`config.mk`:
```
export PLATFORM = sky130hd
export DESIGN_NAME = regfile_sb_flat
export DESIGN_NICKNAME = d
export VERILOG_FILES = /design/src/rtl/regfile_sb_if.sv /design/src/rtl/regfile_sb.sv /design/src/flat_wrapper.sv
export SDC_FILE = /design/constraint.sdc
export NUM_CORES = 1
export LEC_CHECK = 0
export ABC_CLOCK_PERIOD_IN_PS = 4200
export CAP_MARGIN = 5
export CORE_MARGIN = 2
export CORE_UTILIZATION = 62
export CTS_CLUSTER_DIAMETER = 100
export CTS_CLUSTER_SIZE = 10
export DETAILED_ROUTE_END_ITERATION = 10
export PLACE_DENSITY = 0.78
export SKIP_CTS_REPAIR_TIMING = 1
export SLEW_MARGIN = 20
export SYNTH_ARGS = -nofsm -noshare
export SYNTH_HDL_FRONTEND = slang
export SYNTH_SLANG_ARGS = --single-unit
```
`constraint.sdc`:
```
create_clock -name i_clk -period 4.2 [get_ports i_clk]
set_input_delay 0.84 -clock i_clk [delete_from_list [all_inputs] [get_ports i_clk]]
set_output_delay 0.84 -clock i_clk [all_outputs]
set_load 0.1 [all_outputs]
```
`src/rtl/regfile_sb_if.sv`:
```
`default_nettype none
// ============================================================================
// Module   : regfile_sb_if
// Purpose  : Decode/writeback bundle for regfile_sb: reads, write, reservation,
//            clear request, read data, pending flags and busy.
// Revision : 1.0
// ============================================================================
interface regfile_sb_if #(
    parameter int DATA_W = 32,
    parameter int ADDR_W = 5
);
    logic              i_clr;
    logic [ADDR_W-1:0] i_raddr1;
    logic [ADDR_W-1:0] i_raddr2;
    logic [ADDR_W-1:0] i_waddr;
    logic [DATA_W-1:0] i_wdata;
    logic              i_we;
    logic              i_rsv_en;
    logic [ADDR_W-1:0] i_rsv_addr;
    logic [DATA_W-1:0] o_rdata1;
    logic [DATA_W-1:0] o_rdata2;
    logic              o_pend1;
    logic              o_pend2;
    logic              o_busy;

    modport master (
        output i_clr, i_raddr1, i_raddr2, i_waddr, i_wdata, i_we, i_rsv_en, i_rsv_addr,
        input  o_rdata1, o_rdata2, o_pend1, o_pend2, o_busy
    );

    modport slave (
        input  i_clr, i_raddr1, i_raddr2, i_waddr, i_wdata, i_we, i_rsv_en, i_rsv_addr,
        output o_rdata1, o_rdata2, o_pend1, o_pend2, o_busy
    );
endinterface
`default_nettype wire

```
`src/rtl/regfile_sb.sv`:
```
`default_nettype none
// ============================================================================
// Module   : regfile_sb
// Purpose  : 2R/1W register file with clear sequencer and pending-write
//            scoreboard. Optional macro REGFILE_SB_BYPASS_EN: write-to-read forwarding.
// Revision : 1.0
// ============================================================================
module regfile_sb #(
    parameter int DATA_W   = 32,
    parameter int ADDR_W   = 5,
    parameter int ZERO_REG = 1
) (
    input  logic        i_clk,
    input  logic        i_rst_n,
    regfile_sb_if.slave bus
);
    localparam int DEPTH = 2**ADDR_W;
    localparam logic [ADDR_W:0] c_CNT_START = (ADDR_W+1)'(ZERO_REG);
    localparam logic [ADDR_W:0] c_CNT_LAST  = (ADDR_W+1)'(DEPTH - 1);

    typedef enum logic [0:0] {
        S_IDLE  = 1'b0,
        S_CLEAR = 1'b1
    } state_t;

    state_t            state_q;
    logic [ADDR_W:0]   cnt_q;
    logic [DEPTH-1:0]  pend_q;
    logic [DEPTH-1:0]  pend_d;
    logic              busy_q;
    logic [DATA_W-1:0] regs_q [DEPTH];

    logic idle;
    logic wr_ok;
    assign idle  = (state_q == S_IDLE);
    assign wr_ok = bus.i_we && !((ZERO_REG != 0) && (bus.i_waddr == '0));

    // Reservation is applied after the writeback clear so a same-address set wins.
    always_comb begin
        pend_d = pend_q;
        if (wr_ok)
            pend_d[bus.i_waddr] = 1'b0;
        if (bus.i_rsv_en)
            pend_d[bus.i_rsv_addr] = 1'b1;
        if (ZERO_REG != 0)
            pend_d[0] = 1'b0;
    end

    always_ff @(posedge i_clk or negedge i_rst_n) begin
        if (!i_rst_n) begin
            state_q <= S_CLEAR;
            cnt_q   <= c_CNT_START;
            pend_q  <= '0;
            busy_q  <= 1'b1;
        end else begin
            case (state_q)
                S_IDLE: begin
                    if (bus.i_clr) begin
                        state_q <= S_CLEAR;
                        cnt_q   <= c_CNT_START;
                        pend_q  <= '0;
                        busy_q  <= 1'b1;
                    end else begin
                        pend_q  <= pend_d;
                    end
                end
                S_CLEAR: begin
                    if (cnt_q == c_CNT_LAST) begin
                        state_q <= S_IDLE;
                        busy_q  <= 1'b0;
                    end
                    cnt_q <= cnt_q + (ADDR_W+1)'(1);
                end
            endcase
        end
    end

    // Storage has no reset; the clear sequencer is what initialises it.
    always_ff @(posedge i_clk) begin
        if (!idle)
            regs_q[cnt_q[ADDR_W-1:0]] <= '0;
        else if (wr_ok)
            regs_q[bus.i_waddr] <= bus.i_wdata;
    end

    always_comb begin
        bus.o_rdata1 = regs_q[bus.i_raddr1];
        bus.o_pend1  = pend_q[bus.i_raddr1];
`ifdef REGFILE_SB_BYPASS_EN
        if (wr_ok && (bus.i_waddr == bus.i_raddr1)) begin
            bus.o_rdata1 = bus.i_wdata;
            bus.o_pend1  = bus.i_rsv_en && (bus.i_rsv_addr == bus.i_raddr1);
        end
`endif
        if (!idle || ((ZERO_REG != 0) && (bus.i_raddr1 == '0))) begin
            bus.o_rdata1 = '0;
            bus.o_pend1  = 1'b0;
        end
    end

    always_comb begin
        bus.o_rdata2 = regs_q[bus.i_raddr2];
        bus.o_pend2  = pend_q[bus.i_raddr2];
`ifdef REGFILE_SB_BYPASS_EN
        if (wr_ok && (bus.i_waddr == bus.i_raddr2)) begin
            bus.o_rdata2 = bus.i_wdata;
            bus.o_pend2  = bus.i_rsv_en && (bus.i_rsv_addr == bus.i_raddr2);
        end
`endif
        if (!idle || ((ZERO_REG != 0) && (bus.i_raddr2 == '0))) begin
            bus.o_rdata2 = '0;
            bus.o_pend2  = 1'b0;
        end
    end

    assign bus.o_busy = busy_q;
endmodule
`default_nettype wire

```
`src/flat_wrapper.sv`:
```
// flat-port wrapper written by rule: the top's interface ports become plain ports
module regfile_sb_flat 
#(
    parameter int DATA_W   = 32,
    parameter int ADDR_W   = 5,
    parameter int ZERO_REG = 1
)
  (i_clk, i_rst_n, bus_i_clr, bus_i_raddr1, bus_i_raddr2, bus_i_waddr, bus_i_wdata, bus_i_we, bus_i_rsv_en, bus_i_rsv_addr, bus_o_rdata1, bus_o_rdata2, bus_o_pend1, bus_o_pend2, bus_o_busy);
  regfile_sb_if #(.DATA_W(DATA_W), .ADDR_W(ADDR_W)) bus_i ();
  input  logic i_clk;
  input  logic i_rst_n;
  input wire logic [$bits(bus_i.i_clr)-1:0] bus_i_clr;
  input wire logic [$bits(bus_i.i_raddr1)-1:0] bus_i_raddr1;
  input wire logic [$bits(bus_i.i_raddr2)-1:0] bus_i_raddr2;
  input wire logic [$bits(bus_i.i_waddr)-1:0] bus_i_waddr;
  input wire logic [$bits(bus_i.i_wdata)-1:0] bus_i_wdata;
  input wire logic [$bits(bus_i.i_we)-1:0] bus_i_we;
  input wire logic [$bits(bus_i.i_rsv_en)-1:0] bus_i_rsv_en;
  input wire logic [$bits(bus_i.i_rsv_addr)-1:0] bus_i_rsv_addr;
  output wire logic [$bits(bus_i.o_rdata1)-1:0] bus_o_rdata1;
  output wire logic [$bits(bus_i.o_rdata2)-1:0] bus_o_rdata2;
  output wire logic [$bits(bus_i.o_pend1)-1:0] bus_o_pend1;
  output wire logic [$bits(bus_i.o_pend2)-1:0] bus_o_pend2;
  output wire logic [$bits(bus_i.o_busy)-1:0] bus_o_busy;
  assign bus_i.i_clr = bus_i_clr;
  assign bus_i.i_raddr1 = bus_i_raddr1;
  assign bus_i.i_raddr2 = bus_i_raddr2;
  assign bus_i.i_waddr = bus_i_waddr;
  assign bus_i.i_wdata = bus_i_wdata;
  assign bus_i.i_we = bus_i_we;
  assign bus_i.i_rsv_en = bus_i_rsv_en;
  assign bus_i.i_rsv_addr = bus_i_rsv_addr;
  assign bus_o_rdata1 = bus_i.o_rdata1;
  assign bus_o_rdata2 = bus_i.o_rdata2;
  assign bus_o_pend1 = bus_i.o_pend1;
  assign bus_o_pend2 = bus_i.o_pend2;
  assign bus_o_busy = bus_i.o_busy;
  regfile_sb #(.DATA_W(DATA_W), .ADDR_W(ADDR_W), .ZERO_REG(ZERO_REG)) u_core (.i_clk(i_clk), .i_rst_n(i_rst_n), .bus(bus_i));
endmodule
```
==> summary.txt <==
status -> finished clean
Tcrit/Tclk final -> 97.78%
TritonCTS Buffers -> 116
Synth warnings -> 0
Vias/cell -> 7.781
FMAX -> 243.5 MHz
Routed wire per std cell -> 38.08 um
RD Place Congestion -> 0.8500
# port buffers -> 123
predominant post-synthesis flop cell -> edfxtp_1
Max Cap Viol -> 0
WS Path Type -> in2out
area grow syn2layout -> 16.99%
Yosys reg bits -> 1,063
drt pass-1 iters -> 6
clock-pin slew on the worst setup and hold paths -> 0.06 ns
dpl hpwl -> 88,150 um
Critical Path RT -> 3.36 ns
Final setup viols -> 0
Cells after Synth -> 2,442
Cell Area, Synth -> 49,870 um2
Cell Pwr Density -> 471.9 nW/um2
Synthesized Nets -> 2,500
maximum vdd drop -> 0.4197 mV
WP data arrival -> 3.27 ns
post-placement cell count -> 3,647
DR vias -> 29,500
H-tree Lvls -> 3
post-synth top area share -> 61.66%
Routed WL -> 144,400 um
initial antenna violation count -> 0
post-synthesis area per instance -> 20.42 um2
slew margin rel. -> 26.62%
count of cell types in the netlist -> 46
layout cells sized above 1 -> 37.28%
vias in the first global route -> 29,600
CTS tree -> built
beginning of the critical path -> bus_i_raddr1[4]
Max FO, Critical Path -> 14
Max Slew Vio Count -> 0
Top Ports -> 124
Critical Path End Type -> output pin
all-layer global routing usage -> 35.48%
Die H -> 287.6 um
ys async rst share -> 3.669%
Layout fillers -> 4,501
Final Hold Vio Count -> 0
first-pass GRT wire length -> 207,300 um
EDFF count, synth -> 1,024
row count -> 104
Crit Reg-Reg Startpoint -> u_core.state_q
Min-Delay Path Class -> in2async
global route total overflow -> 0
CTS Sinks -> 1,063
largest net degree at the start of global routing -> 83
post-route ant nets -> 0
die width -> 287.6 um
minimum clock period -> 4.107 ns
DRC errors left -> 0
post-synthesis sequential area ratio -> 63.62%
Worst-Margin Slew -> 1.101 ns
P_leak -> 19.58 nW
Initial Util -> 62.32%
RSZ-0062 raised after global routing -> no
Clock Path Buffers -> 3
clk_lat worst skew -> 0.70 ns
Final #Nets -> 2,763
fin cells -> 3,791
final total power -> 0.02753 W
setup TNS -> 0 ns
Layout Skew -> 0.03247 ns
top cells by area, synth -> edfxtp_1, mux4_2, mux2i_1
die area -> 82,720 um2
Clk Tree Root Cell -> clkbuf_16
Placeable Area -> 80,030 um2
area leader, netlist -> edfxtp_1
drt initial violations -> 4,493
Antenna Cells -> 0
Startpoint Class -> input port
metal layers:
layer | GRT usage, % | up-vias | wire length [um]
met2 | 54.42 | 2492 | 68480
met4 | 12.59 | 0 | 5461
met5 | 0 | - | 0
met3 | 8.938 | 327 | 19150
met1 | 50.56 | 15530 | 51280
li1 | - | 11160 | -
cells by family (layout without fill, tap and decap cells):
| logic type | after synthesis | count (layout) | share of synthesized area, % |
|---|---|---|---|
| multiplexers | 801 | 801 | 29.27 |
| buffers and inverters | 196 | 485 | 2.012 |
| adder cells (fa/ha/maj) | 1 | 1 | 0.02509 |
| XOR/XNOR | 2 | 2 | 0.03513 |
| flip-flops | 1063 | 1063 | 63.62 |
| AND/OR/NAND/NOR | 137 | 137 | 1.543 |
| AO/OA/AOI/OAI | 242 | 242 | 3.485 |
Yosys cell counts (8+ instances only):
cell,count
nor3b_1,8
o221ai_1,65
nand2_1,12
and2_1,32
buf_4,23
a21oi_1,39
edfxtp_1,1024
nor2_1,40
clkbuf_1,61
o22a_1,65
mux2i_1,275
o21ai_0,65
dfrtp_1,36
mux4_2,526
buf_2,97
metrics by stage:
stage               setup slack [ns]  instance area (um2)  util (%)  hold WS, ns
floorplan                    0.02260                50060         -       0.4557
global placement              0.1677                55280     69.08       0.4780
detailed placement            0.1719                55280     69.08       0.4796
CTS                           0.1563                58340     72.90       0.2800
global route                 0.02985                58340     72.90       0.3357
finish                       0.09339                58340     72.90       0.2845
layout by cell type, fill, tap and decap left out, types with 35 or more instances in the layout:
| cell type | netlist | layout |
|---|---|---|
| o221ai_1 | 65 | 35 |
| mux2i_1 | 275 | 275 |
| edfxtp_1 | 1024 | 1024 |
| clkbuf_16 | 0 | 116 |
| dfrtp_1 | 36 | 36 |
| o22a_1 | 65 | 65 |
| buf_4 | 23 | 130 |
| clkdlybuf4s50_1 | 0 | 50 |
| mux4_2 | 526 | 526 |
| o21ai_0 | 65 | 65 |
| buf_12 | 0 | 151 |
area by class of cell:
| cell class | count | area (um2) | area share (%) |
|---|---|---|---|
| repair buffers | 338 | 4594 | 7.875 |
| clock inverters | 6 | 75.07 | 0.1287 |
| inverters | 3 | 11.26 | 0.01930 |
| multi-input cells | 1183 | 17620 | 30.20 |
| flip-flops and latches | 1063 | 31730 | 54.39 |
| clock buffers | 138 | 2985 | 5.117 |
| well taps | 1060 | 1326 | 2.273 |
final timing paths:
kind                       slack [ns]  cells after the start                    end
min in group i_clk               0.49                      1        u_core.cnt_q[5]
hold / removal                   0.28                      1      u_core.pend_q[30]
hold reg to reg                  0.49                      1        u_core.cnt_q[5]
setup reg to reg                 1.38                      6  u_core.regs_q[12][16]
setup / recovery                 0.09                      6        bus_o_rdata1[1]
max in group asynchronous        3.33                      1       u_core.pend_q[1]
where the power goes:
group / switching, W / total [W] / internal (W)
registers: 0.000527 / 0.0134 / 0.0129
clock network: 0.00385 / 0.00876 / 0.00491
logic: 0.00329 / 0.00534 / 0.00206
critical path: stages:
cell,delay [ns]
clkdlybuf4s50_1,0.52
buf_4,0.21
or3_2,0.82
o22a_1,0.32
o221ai_1,0.28
buf_12,0.26
registers in the layout, indices dropped and copies added (netlist names):
register / flops
u_core.regs_q: 1024
u_core.pend_q: 31
u_core.cnt_q: 6
u_core.bus.o_busy: 1
u_core.state_q: 1
Note: power is estimated with default switching activity, not from simulation.
==> RTL change (same flow settings) <==
`ADDR_W` is set to 5 in 3 places; all go to 4.
--- a/src/rtl/regfile_sb_if.sv
+++ b/src/rtl/regfile_sb_if.sv
@@ -9,3 +9,3 @@
     parameter int DATA_W = 32,
-    parameter int ADDR_W = 5
+    parameter int ADDR_W = 4
 );
--- a/src/rtl/regfile_sb.sv
+++ b/src/rtl/regfile_sb.sv
@@ -9,3 +9,3 @@
     parameter int DATA_W   = 32,
-    parameter int ADDR_W   = 5,
+    parameter int ADDR_W   = 4,
     parameter int ZERO_REG = 1
--- a/src/flat_wrapper.sv
+++ b/src/flat_wrapper.sv
@@ -4,3 +4,3 @@
     parameter int DATA_W   = 32,
-    parameter int ADDR_W   = 5,
+    parameter int ADDR_W   = 4,
     parameter int ZERO_REG = 1
Ports: changed (resized bus_i_raddr1, bus_i_raddr2, bus_i_rsv_addr and bus_i_waddr); port bits go from 124 to 120. The function was not compared with the original's and may differ.
==> RTL change against the unedited design <==
Core utilization up 1.7 points; critical path depth up 1; synthesized area decreased by 52%; total power fell by 44%; design area decreased by 52%; worst setup slack better by 82 ps; sequential power is 47% lower; sequential cell count is 561 lower; synthesized cell count shrank 41%; final cell count fell by 45%; wire length shrank 56%; via count fell by 48%; largest cell class unchanged.
==> RTL change: results (changes against the unedited design) <==
cp_slowest_stage_delay_ps: 710  # -110 ps
status: "completed"
dpl.hpwl_um: 37800  # -57%
power_leakage_nw: 9.62  # -51%
htreeDepth: 2  # -1
cts_made_buffers: 56  # -52%
largest_register_ffs: 480  # -53%
slowest_stage: "and2_1"
num_vias: 15240  # -48%
final_nets: 1624  # -41%
drv_slew: 0  # unchanged
skew_ps: 7.51  # -25.0 ps
arrival_ps: 3180  # -90 ps
synth-seq-area-share: 0.627  # -0.00929
synth_fp_nets: 1495  # -40%
routed_wl_um: 64000  # -56%
grt_pass1_wl_um: 96200  # -54%
layout-drive-gt1-share: 0.284  # -0.0886
path_max_fanout: 28  # +14
dpl.cell_count: 2022  # -45%
grt_max_degree: 77  # -7.2%
drt_iter0_markers: 1665  # -63%
wl_per_cell_um: 30.6  # -20%
grt_pass1_vias: 15811  # -47%
grt_usage: 0.321  # -0.0343
async_flop_share: 0.0438  # +0.00714
worstSkewPairLatency_ps: 580  # -120 ps
synth_common_cells: "edfxtp_1, mux4_2, a22oi_1"
n_fill_cell: 2181  # -52%
top_regs: "u_core.regs_q (480), u_core.pend_q (15), u_core.cnt_q (5)"
relSlewSlack: 0.311  # +0.0446
synth-edff-count: 480  # -53%
numPortBuffers: 119  # -3.3%
gp_congestion: 0.851  # about the same
firstDrtPassIters: 5  # -1
synthTopCellsByArea: "edfxtp_1, mux4_2, mux2i_1"
peakVddDrop_mv: 0.432  # +2.8%
synth.avg_cell_area_um2: 16.6  # -19%
-- RTL change: final cells by class --
cell class / count / area (um2) / area share
Clock inverter: 2 / 25.0 / 0.000888
Clock buffer: 67 / 1490 / 0.0527
Sequential cell: 502 / 15000 / 0.531
Inverter: 7 / 26.3 / 0.000933
Timing Repair Buffer: 189 / 2620 / 0.0928
Multi-Input combinational cell: 813 / 8420 / 0.299
Tap cell: 511 / 639 / 0.0227
-- RTL change: power breakdown --
group	switching, mW	internal, mW	total (mW)
logic	2.63	1.45	4.09
clock network	1.81	2.44	4.24
registers	0.442	6.64	7.08
total	4.88	10.5	15.4
-- RTL change: path summary, 6_finish.rpt --
check	startpoint	to	slack, ps	cells past startpoint
max	bus_i_raddr2[2]	bus_o_rdata2[24]	180	7
min	i_rst_n	u_core.pend_q[12]$_DFFE_PN0N_	230	1
max reg2reg	u_core.state_q$_DFF_PN1_	u_core.regs_q[2][11]$_DFFE_PP_	1250	7
min reg2reg	u_core.cnt_q[4]$_DFFE_PN0P_	u_core.cnt_q[4]$_DFFE_PN0P_	490	2
max in group asynchronous	i_rst_n	u_core.state_q$_DFF_PN1_	3590	1
min in group i_clk	u_core.cnt_q[4]$_DFFE_PN0P_	u_core.cnt_q[4]$_DFFE_PN0P_	490	2
-- RTL change: metal layers --
metal | wire [um] | track usage
met1 | 23400 | 0.433
met2 | 31800 | 0.532
met3 | 6820 | 0.0600
met4 | 2020 | 0.108
met5 | 0 | 0
-- RTL change: kinds of logic after synthesis --
| family | after synthesis | share of synthesized area |
|---|---|---|
| flops | 502 | 0.627 |
| mux | 319 | 0.212 |
| compound gates | 295 | 0.0910 |
| simple gates | 195 | 0.0406 |
| buf+inv | 125 | 0.0276 |
| xor+xnor | 2 | 0.000734 |
| fa+ha+maj | 2 | 0.00105 |
-- RTL change: stage by stage --
stage | area (um2) | setup slack, ps | power (mW) | hold slack (ps) | utilization
global route | 28200 | 99.4 | 15.8 | 258 | 0.746
detailed placement | 26700 | 205 | 11.2 | 478 | 0.706
finish | 28200 | 175 | 15.4 | 232 | 0.746
CTS | 28200 | 201 | 15.4 | 492 | 0.746
global placement | 26600 | 264 | 11.1 | 466 | 0.706
floorplan | 23900 | 192 | 9.48 | 450 | -
